--- src/rtl/mod_updown_counter.sv ---
// Up/down counter with a runtime terminal value, wrap or saturate behaviour,
// cascadable terminal count, one-cycle carry pulse and sticky overflow flag.
module mod_updown_counter #(
  parameter int unsigned          WIDTH     = 8,
  parameter logic [WIDTH-1:0]     RESET_VAL = '0
) (
  input  logic             clk_i,
  input  logic             rst_ni,
  input  logic             clr_i,
  input  logic             load_i,
  input  logic [WIDTH-1:0] load_val_i,
  input  logic             enable_i,
  input  logic             up_dn_i,
  input  logic [WIDTH-1:0] max_val_i,
  input  logic             sat_mode_i,
  input  logic             ovf_clr_i,
  output logic [WIDTH-1:0] count_o,
  output logic             tc_o,
  output logic             carry_o,
  output logic             ovf_sticky_o
);

  logic [WIDTH-1:0] count_q, count_d;
  logic             carry_q, carry_d;
  logic             ovf_q,   ovf_d;
  logic             tc;
  logic             bev;

  // Terminal count: a count loaded above max_val still counts as "at the top"
  // when counting up, so the next enabled step wraps or clamps.
  always_comb begin
    tc = up_dn_i ? (count_q >= max_val_i) : (count_q == '0);
  end

  // Boundary event only when an actual step is attempted at the bound.
  always_comb begin
    bev = enable_i & ~clr_i & ~load_i & tc;
  end

  // Next-state: clr beats load beats enable.
  always_comb begin
    count_d = count_q;
    carry_d = bev;
    ovf_d   = ovf_q;

    if (clr_i) begin
      count_d = '0;
    end else if (load_i) begin
      count_d = load_val_i;
    end else if (enable_i) begin
      if (up_dn_i) begin
        if (tc) begin
          if (sat_mode_i) begin
            // Clamp a value that was loaded above the terminal value.
            count_d = (count_q > max_val_i) ? max_val_i : count_q;
          end else begin
            count_d = '0;
          end
        end else begin
          count_d = count_q + 1'b1;
        end
      end else begin
        if (tc) begin
          count_d = sat_mode_i ? '0 : max_val_i;
        end else begin
          // Counting down from above max_val is allowed and just decrements.
          count_d = count_q - 1'b1;
        end
      end
    end

    // Set wins over clear when both land on the same edge.
    if (bev) begin
      ovf_d = 1'b1;
    end else if (ovf_clr_i) begin
      ovf_d = 1'b0;
    end
  end

  // State registers with asynchronous active-low reset.
  always_ff @(posedge clk_i or negedge rst_ni) begin
    if (!rst_ni) begin
      count_q <= RESET_VAL;
      carry_q <= 1'b0;
      ovf_q   <= 1'b0;
    end else begin
      count_q <= count_d;
      carry_q <= carry_d;
      ovf_q   <= ovf_d;
    end
  end

  assign count_o      = count_q;
  assign tc_o         = tc;
  assign carry_o      = carry_q;
  assign ovf_sticky_o = ovf_q;

endmodule

--- config.mk ---
export PLATFORM = sky130hd
export DESIGN_NAME = mod_updown_counter
export DESIGN_NICKNAME = d
export VERILOG_FILES = /design/src/rtl/mod_updown_counter.sv
export SDC_FILE = /design/constraint.sdc
export NUM_CORES = 1
export LEC_CHECK = 0
export BUFFER_PORTS_ARGS = -buffer_cell sky130_fd_sc_hd__buf_2
export CAP_MARGIN = 5
export CORE_ASPECT_RATIO = 1.4
export CORE_MARGIN = 2
export CORE_UTILIZATION = 35
export DETAILED_ROUTE_END_ITERATION = 8
export GPL_ROUTABILITY_DRIVEN = 0
export PLACE_DENSITY = 0.61
export SLEW_MARGIN = 30
export SYNTH_ARGS = -nofsm -noshare
export SYNTH_HDL_FRONTEND = slang
export SYNTH_SLANG_ARGS = --single-unit
--- constraint.sdc ---
create_clock -name clk_i -period 3.27 [get_ports clk_i]
set_input_delay 0.327 -clock clk_i [delete_from_list [all_inputs] [get_ports clk_i]]
set_output_delay 0.327 -clock clk_i [all_outputs]
set_load 0.01 [all_outputs]
==> results.md, run 1 <==
- The worst-margin pin slew is 0.548 ns.
- The ratio of final minimum period to clock period is between 90% and 100%.
- The total I/O pin count is 35.
- The area growth from synthesis to layout is 19.8%.
- For the worst setup path, the data required time is about 2.9 ns.
- The critical-path maximum fanout is 12.
- The clock net in this run drives a total of 10 sinks.
- The initial cell density of the core is 37.0%.
- The detailed-route vias per instance is slightly above 6.
- The post-synthesis instance total is around 170.
- Static timing analysis puts the maximum clock frequency at ~330 MHz.
- The peak ir drop on the vdd network is approximately 0.24 mV.
- The total count of max-transition violations in the final report is 0.
- The total leakage power is 0.727 nW.
- The initial antenna violation count is 0.
- STA classifies the critical path endpoint as an output pin.
- The area of the die is between 4000 and 5000 µm².
- Across all register-to-register paths, the minimum setup slack is 0.60 ns.
- The flow ran to the end, and the final reports show no timing, DRC or antenna violations.
- The count of nets left with antenna violations after detail routing is 0.
- CTS built an H-tree with a depth of 1.
- The category of the most critical setup path is reg2out.
- From bottom edge to top edge, the die measures 75.4 µm.
- The number of vias after detailed routing is between 1000 and 1500.
- The per-instance average area after synthesis is 7.58 µm².
- Row generation in the floorplan step produced 25 rows.
- For this run, the detailed router's first-pass iteration total came to 4.
- The number of distinct library cells after synthesis is approximately 50.
- In this run the deepest clock path goes through 2 buffers.
- The number of antenna diodes in the final layout is 0.
- The share of total power dissipated in sequential elements is roughly 29%.
- The internal power component is 0.000343 W.
- The startpoint identified for the worst register-to-register timing path is count_o[2].
- Between clock sinks in the finished design, the worst skew comes to 0.00720 ns.
- Counting flops and latches in the post-synthesis netlist gives 10.
- The wire length per cell is around 17 µm.
- The count of flip-flops with a built-in enable after synthesis is 0.
- The netlist area before placement is about 1300 µm².
- The data arrival time of the critical path is approximately 2.7 ns.
- The fraction of layout instances using a drive strength above 1 is about a quarter.
- The total core area is 3440 µm².
- The worst register-to-register path has a depth of 7.
- The worst hold path belongs to the class in2reg.
- For this run, design rule violations remaining after detail routing come to 0.
- The later pin in the worst-skew pair is clocked with a latency of 0.25 ns.
- The maximum number of pins on one net before global-route repair is 21.
- The via count of the first global-routing pass is ~1400.
- The relative slew slack is a little over three fifths.
- Along the worst hold path, the cell count comes to 2.
- The number of cells after detailed placement is roughly 230.
- The total global-route track usage is a little under a quarter.
- TritonCTS built the clock tree.
- For this run, the number of Yosys warnings is 0.
- The routed wire length is roughly 4200 µm.
- The first global-routing pass estimated around 6700 µm of wire.
- After the first detailed-routing iteration, the DRC count stood at between 60 and 70.
- Measured along the x axis, the die boundary spans between 50 and 60 µm.
- After synthesis, flip-flops and latches occupy approximately 20% of the total area.
- The clock power share is 29.4%.
- Buffers inserted during clock tree synthesis total 3.
- The count of buffers inserted at the top-level ports is 34.
- The total overflow left after global routing is 0.
- STA classifies the critical path startpoint as a flop.
- The net switching share of the total power is 39.5%.
- Walking the worst path, the cells encountered are ha_1, o21ai_2, a21oi_2, o31a_4, or2_0, mux2_4, buf_2.
- Clock-pin slew was measured on the worst setup and hold paths at 0.06 ns.
- The tree is rooted in a clkbuf_8.
- The count of endpoints failing hold in the final timing report was 0.
- Per report_power, the combinational group accounts for a little over two fifths of the total.
- In the synthesized netlist the dominant register cell turns out to be dfrtp_1.
- The synthesized net count is 202.
- The max-capacitance violation count is 0.
- For this design, the slowest cell found on the critical path is dfrtp_1.
- The switching power summed over all nets is around 0.00022 W.
- Of all flip-flops after synthesis, the portion carrying an async set or reset was 100%.
- Setup repair after global routing left no endpoint under its margin.
- The count of cells in the finished layout, fillers not included, comes to between 200 and 250.
- The smallest clock period supported by the final layout is computed as just over 3 ns.
- The largest single stage delay on the critical path is approximately 0.61 ns.
- The worst hold path terminates at count_o[5].
- The worst register-to-register path ends at ovf_sticky_o.
- The worst hold path begins at clr_i.
- Setup violations remaining at the end of the flow were counted as 0.
- In this run the power density over the cells is 371 nW/µm².
- The detailed-placement wirelength estimate is approximately 3100 µm.
- Setup total negative slack on the finished layout was measured at 0 ns.
- At the end of the flow, the number of nets in the layout was 234.
## stage by stage
stage	power (W)	worst slack, ns	util [%]	area (µm²)	hold slack [ns]
floorplan	0.000324	0.752	-	1270	0.0314
global placement	0.000396	0.649	42.5	1460	0.220
detailed placement	0.000396	0.604	42.5	1460	0.220
CTS	0.000569	0.292	44.4	1530	0.339
global route	0.000607	0.149	44.4	1530	0.354
finish	0.000567	0.251	44.4	1530	0.344
## worst max-delay path by stage
stage / startpoint / to / slack (ns)
2_1_floorplan: count_o[0] / ovf_sticky_o / 0.75
3_3_place_gp: count_o[2] / tc_o / 0.65
3_5_place_dp: count_o[2] / tc_o / 0.60
4_1_cts: count_o[2] / tc_o / 0.29
5_1_grt: count_o[2] / tc_o / 0.15
6_report: count_o[2] / tc_o / 0.25
## synthesized netlist by cell type, types with 4 or more instances
master,number,area (µm²)
nand2_1,16,60.1
inv_1,15,56.3
nor3_1,11,55.1
dfrtp_1,10,250
ha_1,10,125
nand3_1,9,45.0
nor2_1,9,33.8
o21ai_0,9,45.0
a21oi_1,8,40.0
clkbuf_1,5,18.8
o31ai_1,5,37.5
xnor2_1,5,43.8
and3_1,4,25.0
buf_2,4,20.0
## area by class of cell
cell class                      count  area (µm²)
Fill cell                         366        1910
Timing Repair Buffer               38         203
Inverter                           15        56.3
Clock buffer                        4        55.1
Sequential cell                    10         250
Tap cell                           40        50.0
Multi-Input combinational cell    132         912
## placed cells by master (no fill, tap or decap), drive strengths merged, types with 3 or more instances in the layout
cell type / synthesis / final
xor2: 3 / 3
a21oi: 9 / 9
and3: 4 / 4
ha: 10 / 10
dfrtp: 10 / 10
xnor2: 5 / 5
buf: 5 / 37
o31ai: 5 / 5
nand2: 16 / 16
inv: 15 / 15
nor3: 11 / 11
nor2: 9 / 9
o21ai: 12 / 12
clkbuf: 6 / 4
a311oi: 3 / 3
nand3: 9 / 9
## critical path: cells and delay by family, from the launching register on
kind	cells	cell delay [ns]
flops	1	0.61
compound gates	3	0.61
simple gates	1	0.38
fa+ha+maj	1	0.37
mux	1	0.34
buf+inv	1	0.14
## power by group through the flow
stage	sequential, W	clock (W)	combinational (W)
global route	0.000165	0.000175	0.000267
detailed placement	0.000163	0	0.000233
finish	0.000162	0.000166	0.000238
CTS	0.000161	0.000170	0.000237
global placement	0.000163	0	0.000234
floorplan	0.000154	0	0.000170
## cells by family after synthesis
kind of cell,count (synthesis),share of synthesized area [%]
compound gates,52,29.8
xor+xnor,8,5.50
fa+ha+maj,10,9.82
buf+inv,26,8.74
flops,10,19.6
mux,2,1.96
simple gates,60,24.6
## layer usage
layer  vias up  track usage [%]  part of all wire, %
met5         -                0                    0
met2        68             35.1                   48
met3        19             3.14                  7.2
met4         0             15.2                  4.4
li1        693                -                    -
met1       688             28.5                   40
## registers in the layout (all words and copies together), names as in the netlist
name and count:
carry_o 1, count_o 8, ovf_sticky_o 1
## timing repair
item                      in CTS  in global routing
hold endpoints to repair      10                  0
buffers inserted               0                  0
hold buffers                   1                  0
gates resized for setup        0                  0
(Power assumes the default switching activity.)
==> run 2: changes to the inputs <==
- CORE_ASPECT_RATIO: 1.4 -> 0.5
==> results.md, run 2 (synthesis results as in run 1) <==
- Status: finished clean (unchanged).
- The source of the worst register-to-register timing path is count_o[2] (unchanged).
- The endpoint of the lowest-slack register-to-register path is ovf_sticky_o (unchanged).
- RSZ-0062 raised after global routing: no (unchanged).
- The kind of end point of the critical path was an output pin (unchanged).
- The die outline height came to 46.7 µm (was 75.4 µm).
- The width of the chip was 89.3 µm (was 55.0 µm).
- Critical Path, Cell by Cell: ha_1, o21ai_2, a21oi_2, o31a_4, or2_0, mux2_4, buf_2 (unchanged).
- The leading cell type in the layout, fill and taps excluded is buf_2 (unchanged).
- The endpoint of the worst hold-timing path is count_o[5] (unchanged).
- The fraction of layout instances using a drive strength above 1 was 23.4% (was 24.1%).
- The end-of-flow core utilization is 44.2% (was 44.4%).
- The count of endpoints failing hold in the final timing report was 0 (unchanged).
- The relative slew slack came to 57.3% (was 63.2%).
- The power after layout is 0.000564 W (was 0.000567 W).
- The clock period minus final worst setup slack was 2.99 ns (was 3.02 ns).
- The number of DRC markers after the initial detailed-route iteration is 162 (was 61).
- The data arrival time of the critical path is 2.66 ns (was 2.69 ns).
- The remaining global-route overflow is 0 (unchanged).
- The number of remaining DRC errors is 0 (unchanged).
- The number of iterations in the first detailed-routing pass came to 4 (unchanged).
- The H-tree level count is 1 (unchanged).
- The initial cell density of the core is 36.9% (was 37.0%).
- The clock latency of the later-clocked register in the worst-skew pair is 0.25 ns (about the same).
- The source of the critical timing path is count_o[2] (unchanged).
- The initial antenna violation count was 0 (unchanged).
- The ratio of final minimum period to clock period is 91.4% (was 92.3%).
- Leading cell types in the layout, fill and taps excluded: buf_2 (34), nand2_1 (16), inv_1 (15) (unchanged).
- The area overhead of the layout relative to synthesis is 19.7% (was 19.8%).
- The achievable clock frequency is 335 MHz (was 331 MHz).
- The total count of max-transition violations in the final report is 0 (unchanged).
- The sort of element at the start of the critical path is a flop (unchanged).
- The number of vias after detailed routing is 1399 (was 1468).
- The number of endpoints failing setup at the final stage is 0 (unchanged).
- The top cell family by delay on the critical path is flip-flops (unchanged).
- The count of nets left with antenna violations after detail routing is 0 (unchanged).
- The area of the die is 4170 µm² (was 4140 µm²).
- The detailed-placement wirelength estimate is 3060 µm (was 3140 µm).
- The number of nets in the finished design is 232 (was 234).
- The largest incremental delay on the critical path is 0.60 ns (was 0.61 ns).
- The final total negative setup slack was 0 ns (unchanged).
- The total core area is 3450 µm² (was 3440 µm²).
- The number of buffers created by CTS is 3 (unchanged).
- The clock tree root buffer cell is clkbuf_8 (unchanged).
- The power density normalized to cell area is 370 nW/µm² (was 371 nW/µm²).
- The category of the most critical setup path is reg2out (unchanged).
- The total placed instance area is 1460 µm² (about the same).
- The register-to-register setup slack is 0.63 ns (was 0.60 ns).
- The number of cells after detailed placement is 243 (was 234).
- The TritonCTS clock tree is built (unchanged).
- The non-filler instance count after layout is 248 (was 239).
- The total global-route track usage is 20.7% (was 22.6%).
- The worst path required time is 2.94 ns (about the same).
- The peak ir drop on the vdd network came to 0.167 mV (was 0.243 mV).
- The cell depth of the worst flop-to-flop path is 7 (unchanged).
- The detailed-route vias per instance was 5.64 (was 6.14).
- The critical-path maximum fanout is 12 (unchanged).
- The wire length of the first global-routing pass was 6240 µm (was 6700 µm).
- The routed wire length is 4040 µm (was 4170 µm).
- The max-capacitance violation count came to 0 (unchanged).
- The wire length per cell is 16.3 µm (was 17.5 µm).
- The clock sink count is 10 (unchanged).
- The worst-margin pin slew was 0.636 ns (was 0.548 ns).
- The flip-flop count of the largest register after layout came to 8 (unchanged).
- The total leakage power is 0.716 nW (was 0.727 nW).
- The worst min-delay path category is in2reg (unchanged).
- The maximum root-to-sink buffer count is 2 (unchanged).
- The clock skew after layout is 0.0100 ns (was 0.00720 ns).
- The slowest library cell on the worst path is dfrtp_1 (unchanged).
- The startpoint of the lowest-slack hold path is clr_i (unchanged).
- The hold-critical path depth came to 2 (unchanged).
- The count of buffers inserted at the top-level ports came to 34 (unchanged).
- The total I/O pin count is 35 (unchanged).
- The quantity of gates resized following cts is 0 (unchanged).
- The maximum number of pins on one net before global-route repair was 21 (unchanged).
- The buffering stage count on the worst path with inverters included is 1 (unchanged).
- The via count of the first global-routing pass is 1213 (was 1434).
- The post-layout instance area is 1530 µm² (about the same).
- The post-CTS clock slew at the launch and capture registers of the worst setup and hold paths is 0.06 ns (about the same).
- The number of placement rows is 15 (was 25).
- The count of antenna diodes in the layout is 0 (unchanged).
## run 2: cell count changes in the layout (fill, tap and decap cells not counted)
cell / delta
buf_4: -2
## run 2: report_power, final
group | leakage [nW] | internal, W | switching, W
sequential | 0.132 | 0.000134 | 0.0000315
clock | 0.0288 | 0.000107 | 0.0000647
combinational | 0.556 | 0.0000987 | 0.000128
## run 2: area by class of cell
class,instances,area [µm²]
clock buffers,4,55.1
fillers,381,1930
inverters,15,56.3
multi-input cells,132,912
flip-flops and latches,10,250
well taps,51,63.8
repair buffers,36,188
## run 2: worst max path at each step
| stage | depth (start not counted) | slack [ns] | to |
|---|---|---|---|
| after CTS | 6 | 0.30 | tc_o |
| after global routing | 7 | 0.19 | tc_o |
| final | 7 | 0.28 | tc_o |
| after global placement | 7 | 0.61 | tc_o |
| after floorplan | 9 | 0.75 | ovf_sticky_o |
| after detailed placement | 6 | 0.59 | tc_o |
## run 2: routing by layer
layer	vias up	share of wire (%)	wire length [µm]	track usage, %
li1	687	-	-	-
met1	667	48	1960	30.0
met2	41	43	1760	30.2
met3	4	7.5	301	5.73
met4	0	0.62	25	5.07
met5	-	0	0	0
## run 2: metrics by stage
step	hold WS [ns]	worst slack, ns
final	0.331	0.281
after CTS	0.335	0.303
after global placement	0.219	0.614
after detailed placement	0.222	0.587
after floorplan	0.0314	0.752
after global routing	0.354	0.193
## run 2: repair_timing
| item | 4_1_cts | 5_1_grt |
|---|---|---|
| hold buffers | 1 | 0 |
| endpoints found under the hold margin | 10 | 0 |
| buffers inserted | 0 | 0 |
==> run 3: changes to the inputs <==
- clock period: 3.27 -> 3.7 ns (I/O delays scaled with it)
==> results.md, run 3 (synthesis results as in run 1) <==
- The filler cell count came to 374 (was 381).
- The wire length of the first global-routing pass is 6400 µm (was 6240 µm).
- The routed wire length is 4090 µm (was 4040 µm).
- The final total negative setup slack is 0 ns (unchanged).
- The total leakage power is 0.705 nW (was 0.716 nW).
- The total global-route track usage came to 21.6% (was 20.7%).
- The non-filler instance count after layout is 246 (was 248).
- Status: finished with violations (was finished clean).
- The global routing usage on met2 is 31.7% (was 30.2%).
- The critical-path maximum fanout is 10 (was 12).
- The sort of element at the start of the critical path is a flop (unchanged).
- The detailed-placement wirelength estimate is 3060 µm (about the same).
- The met1 usage is 29.9% (was 30.0%).
- The count of nets left with antenna violations after detail routing was 0 (unchanged).
- The count of endpoints failing hold in the final timing report is 5 (was 0).
- The number of nets in the finished design is 231 (was 232).
- The power after layout is 0.000469 W (was 0.000564 W).
- The area of the die came to 4170 µm² (unchanged).
- The relative slew slack is 56.4% (was 57.3%).
- The cell depth of the worst flop-to-flop path was 6 (was 7).
- The quantity of gates resized following cts is 0 (unchanged).
- The endpoint of the lowest-slack register-to-register path is count_o[2] (was ovf_sticky_o).
- The detailed-route vias per instance is 5.72 (was 5.64).
- The total of hold buffers inserted after clock tree synthesis came to 0 (was 1).
- The switching power summed over all nets is 0.000192 W (was 0.000224 W).
- The width of the chip is 89.3 µm (unchanged).
- The post-CTS clock slew at the launch and capture registers of the worst setup and hold paths came to 0.05 ns (was 0.06 ns).
- The number of iterations in the first detailed-routing pass came to 4 (unchanged).
- The initial antenna violation count came to 0 (unchanged).
- The internal power component is 0.000277 W (was 0.000340 W).
- The number of endpoints failing setup at the final stage was 0 (unchanged).
- The clock latency of the later-clocked register in the worst-skew pair is 0.25 ns (about the same).
- The total count of max-transition violations in the final report is 0 (unchanged).
- The worst path required time is 3.33 ns (was 2.94 ns).
- The leading cell type in the layout, fill and taps excluded is buf_2 (unchanged).
- The remaining global-route overflow came to 0 (unchanged).
- The number of vias after detailed routing is 1406 (was 1399).
- The kind of end point of the critical path is an output pin (unchanged).
- The largest incremental delay on the critical path is 0.54 ns (was 0.60 ns).
- The via count of the first global-routing pass is 1276 (was 1213).
- The peak-usage layer in the global routing report is met2 (unchanged).
- The total I/O pin count is 35 (unchanged).
- The initial cell density of the core is 36.9% (unchanged).
- The area overhead of the layout relative to synthesis was 17.9% (was 19.7%).
- RSZ-0062 raised after global routing: no (unchanged).
- The flip-flop count of the largest register after layout is 8 (unchanged).
- The worst-margin pin slew is 0.649 ns (was 0.636 ns).
- The H-tree level count came to 1 (unchanged).
- The number of buffers created by CTS came to 3 (unchanged).
- Leading cell types in the layout, fill and taps excluded: buf_2 (34), nand2_1 (16), inv_1 (15) (unchanged).
- The register area was 250 µm² (unchanged).
- The count of buffers inserted at the top-level ports is 34 (unchanged).
- The category of the most critical setup path was reg2out (unchanged).
- The number of buffers inserted to repair setup after CTS is 0 (unchanged).
- The final reports fail on negative hold slack.
- The net switching share of the total power is 40.9% (was 39.8%).
- The worst min-delay path category is in2async (was in2reg).
- The clock sink count is 10 (unchanged).
- The number of DRC markers after the initial detailed-route iteration is 184 (was 162).
- The clock period minus final worst setup slack is between 3 and 4 ns.
- The maximum number of pins on one net before global-route repair is 21 (unchanged).
- The register-to-register setup slack was 0.97 ns (was 0.63 ns).
- The source of the worst register-to-register timing path is count_o[5] (was count_o[2]).
- After layout, the worst path uses between 80% and 90% of the clock period.
- Critical Path, Cell by Cell: inv_1, ha_1, and4_2, o31a_4, or2_0, mux2_4, buf_2 (was ha_1, o21ai_2, a21oi_2, o31a_4, or2_0, mux2_4, buf_2).
- The peak ir drop on the vdd network came to 0.126 mV (was 0.167 mV).
- The total core area was 3450 µm² (unchanged).
- The clock tree root buffer cell was clkbuf_8 (unchanged).
- The slowest library cell on the worst path is dfrtp_1 (unchanged).
- The data arrival time of the critical path is 2.65 ns (was 2.66 ns).
- The wire length per cell was 16.6 µm (was 16.3 µm).
- The met3 track demand over resource is 5.20% (was 5.73%).
- The sequential power share is 31.4% (was 29.4%).
- The number of remaining DRC errors is 0 (unchanged).
- The die outline height is 46.7 µm (unchanged).
- The max-capacitance violation count is 0 (unchanged).
- The worst hold-check slack is -0.00128 ns (was 0.331 ns).
- The power density normalized to cell area is 312 nW/µm² (was 370 nW/µm²).
- The count of antenna diodes in the layout was 0 (unchanged).
- The number of placement rows was 15 (unchanged).
- The maximum root-to-sink buffer count was 2 (unchanged).
- The clock skew after layout was 0.00666 ns (was 0.0100 ns).
- The fraction of layout instances using a drive strength above 1 is 23.1% (was 23.4%).
- The combined area of the multi-input logic cells is 912 µm² (unchanged).
- The number of cells after detailed placement is 243 (unchanged).
- The achievable clock frequency is between 300 and 400 MHz.
- The clock power share is 25.8% (was 30.4%).
- The portion of total power attributed to combinational logic was 42.8% (was 40.2%).
- The TritonCTS clock tree is built (unchanged).
## run 3: cell count changes in the layout (fill, tap and decap cells not counted)
cell,previous run,this run
clkbuf_8,4,3
dlygate4sd3_1,1,0
## run 3: per-layer routing
metal  wire [µm]  part of all wire, %  vias up
met5           0                    0        -
met4          87                  2.1        0
met3         440                   11        8
met2        1680                   41       61
met1        1880                   46      656
li1            -                    -      681
## run 3: layout make-up
class	count	share of cell area, %
timing repair buffer	35	11.8
clock buffer	3	2.75
sequential	10	16.7
tap	51	4.25
inverter	15	3.75
multi-input combinational	132	60.8
## run 3: critical path, delay by kind of cell, from the launching register on
family	cells	cell delay, ns
flops	1	0.54
simple gates	2	0.61
mux	1	0.34
fa+ha+maj	1	0.31
compound gates	1	0.32
buf+inv	2	0.29
## run 3: power by group through the flow
stage                     sequential (W)  combinational (W)  clock, W
after detailed placement        0.000149           0.000198         0
after CTS                       0.000147           0.000199  0.000123
after global placement          0.000148           0.000197         0
after floorplan                 0.000136           0.000151         0
final                           0.000147           0.000201  0.000121
after global routing            0.000151           0.000225  0.000129
## run 3: how the worst max path moves through the flow
stage / from / endpoint / slack (ns)
6_report: count_o[0] / tc_o / 0.68
5_1_grt: count_o[0] / tc_o / 0.57
4_1_cts: count_o[2] / tc_o / 0.70
3_5_place_dp: count_o[0] / tc_o / 0.97
3_3_place_gp: count_o[2] / tc_o / 1.05
2_1_floorplan: count_o[0] / tc_o / 1.17
## run 3: per-stage QoR
step                      area, µm²  util [%]  hold slack [ns]  setup WS, ns
after detailed placement       1460      42.3            0.264         0.967
final                          1500      43.5         -0.00128         0.676
after CTS                      1500      43.5          0.00330         0.698
after global placement         1460      42.3            0.258          1.05
after floorplan                1270         -           0.0744          1.17
after global routing           1500      43.5          0.00234         0.569
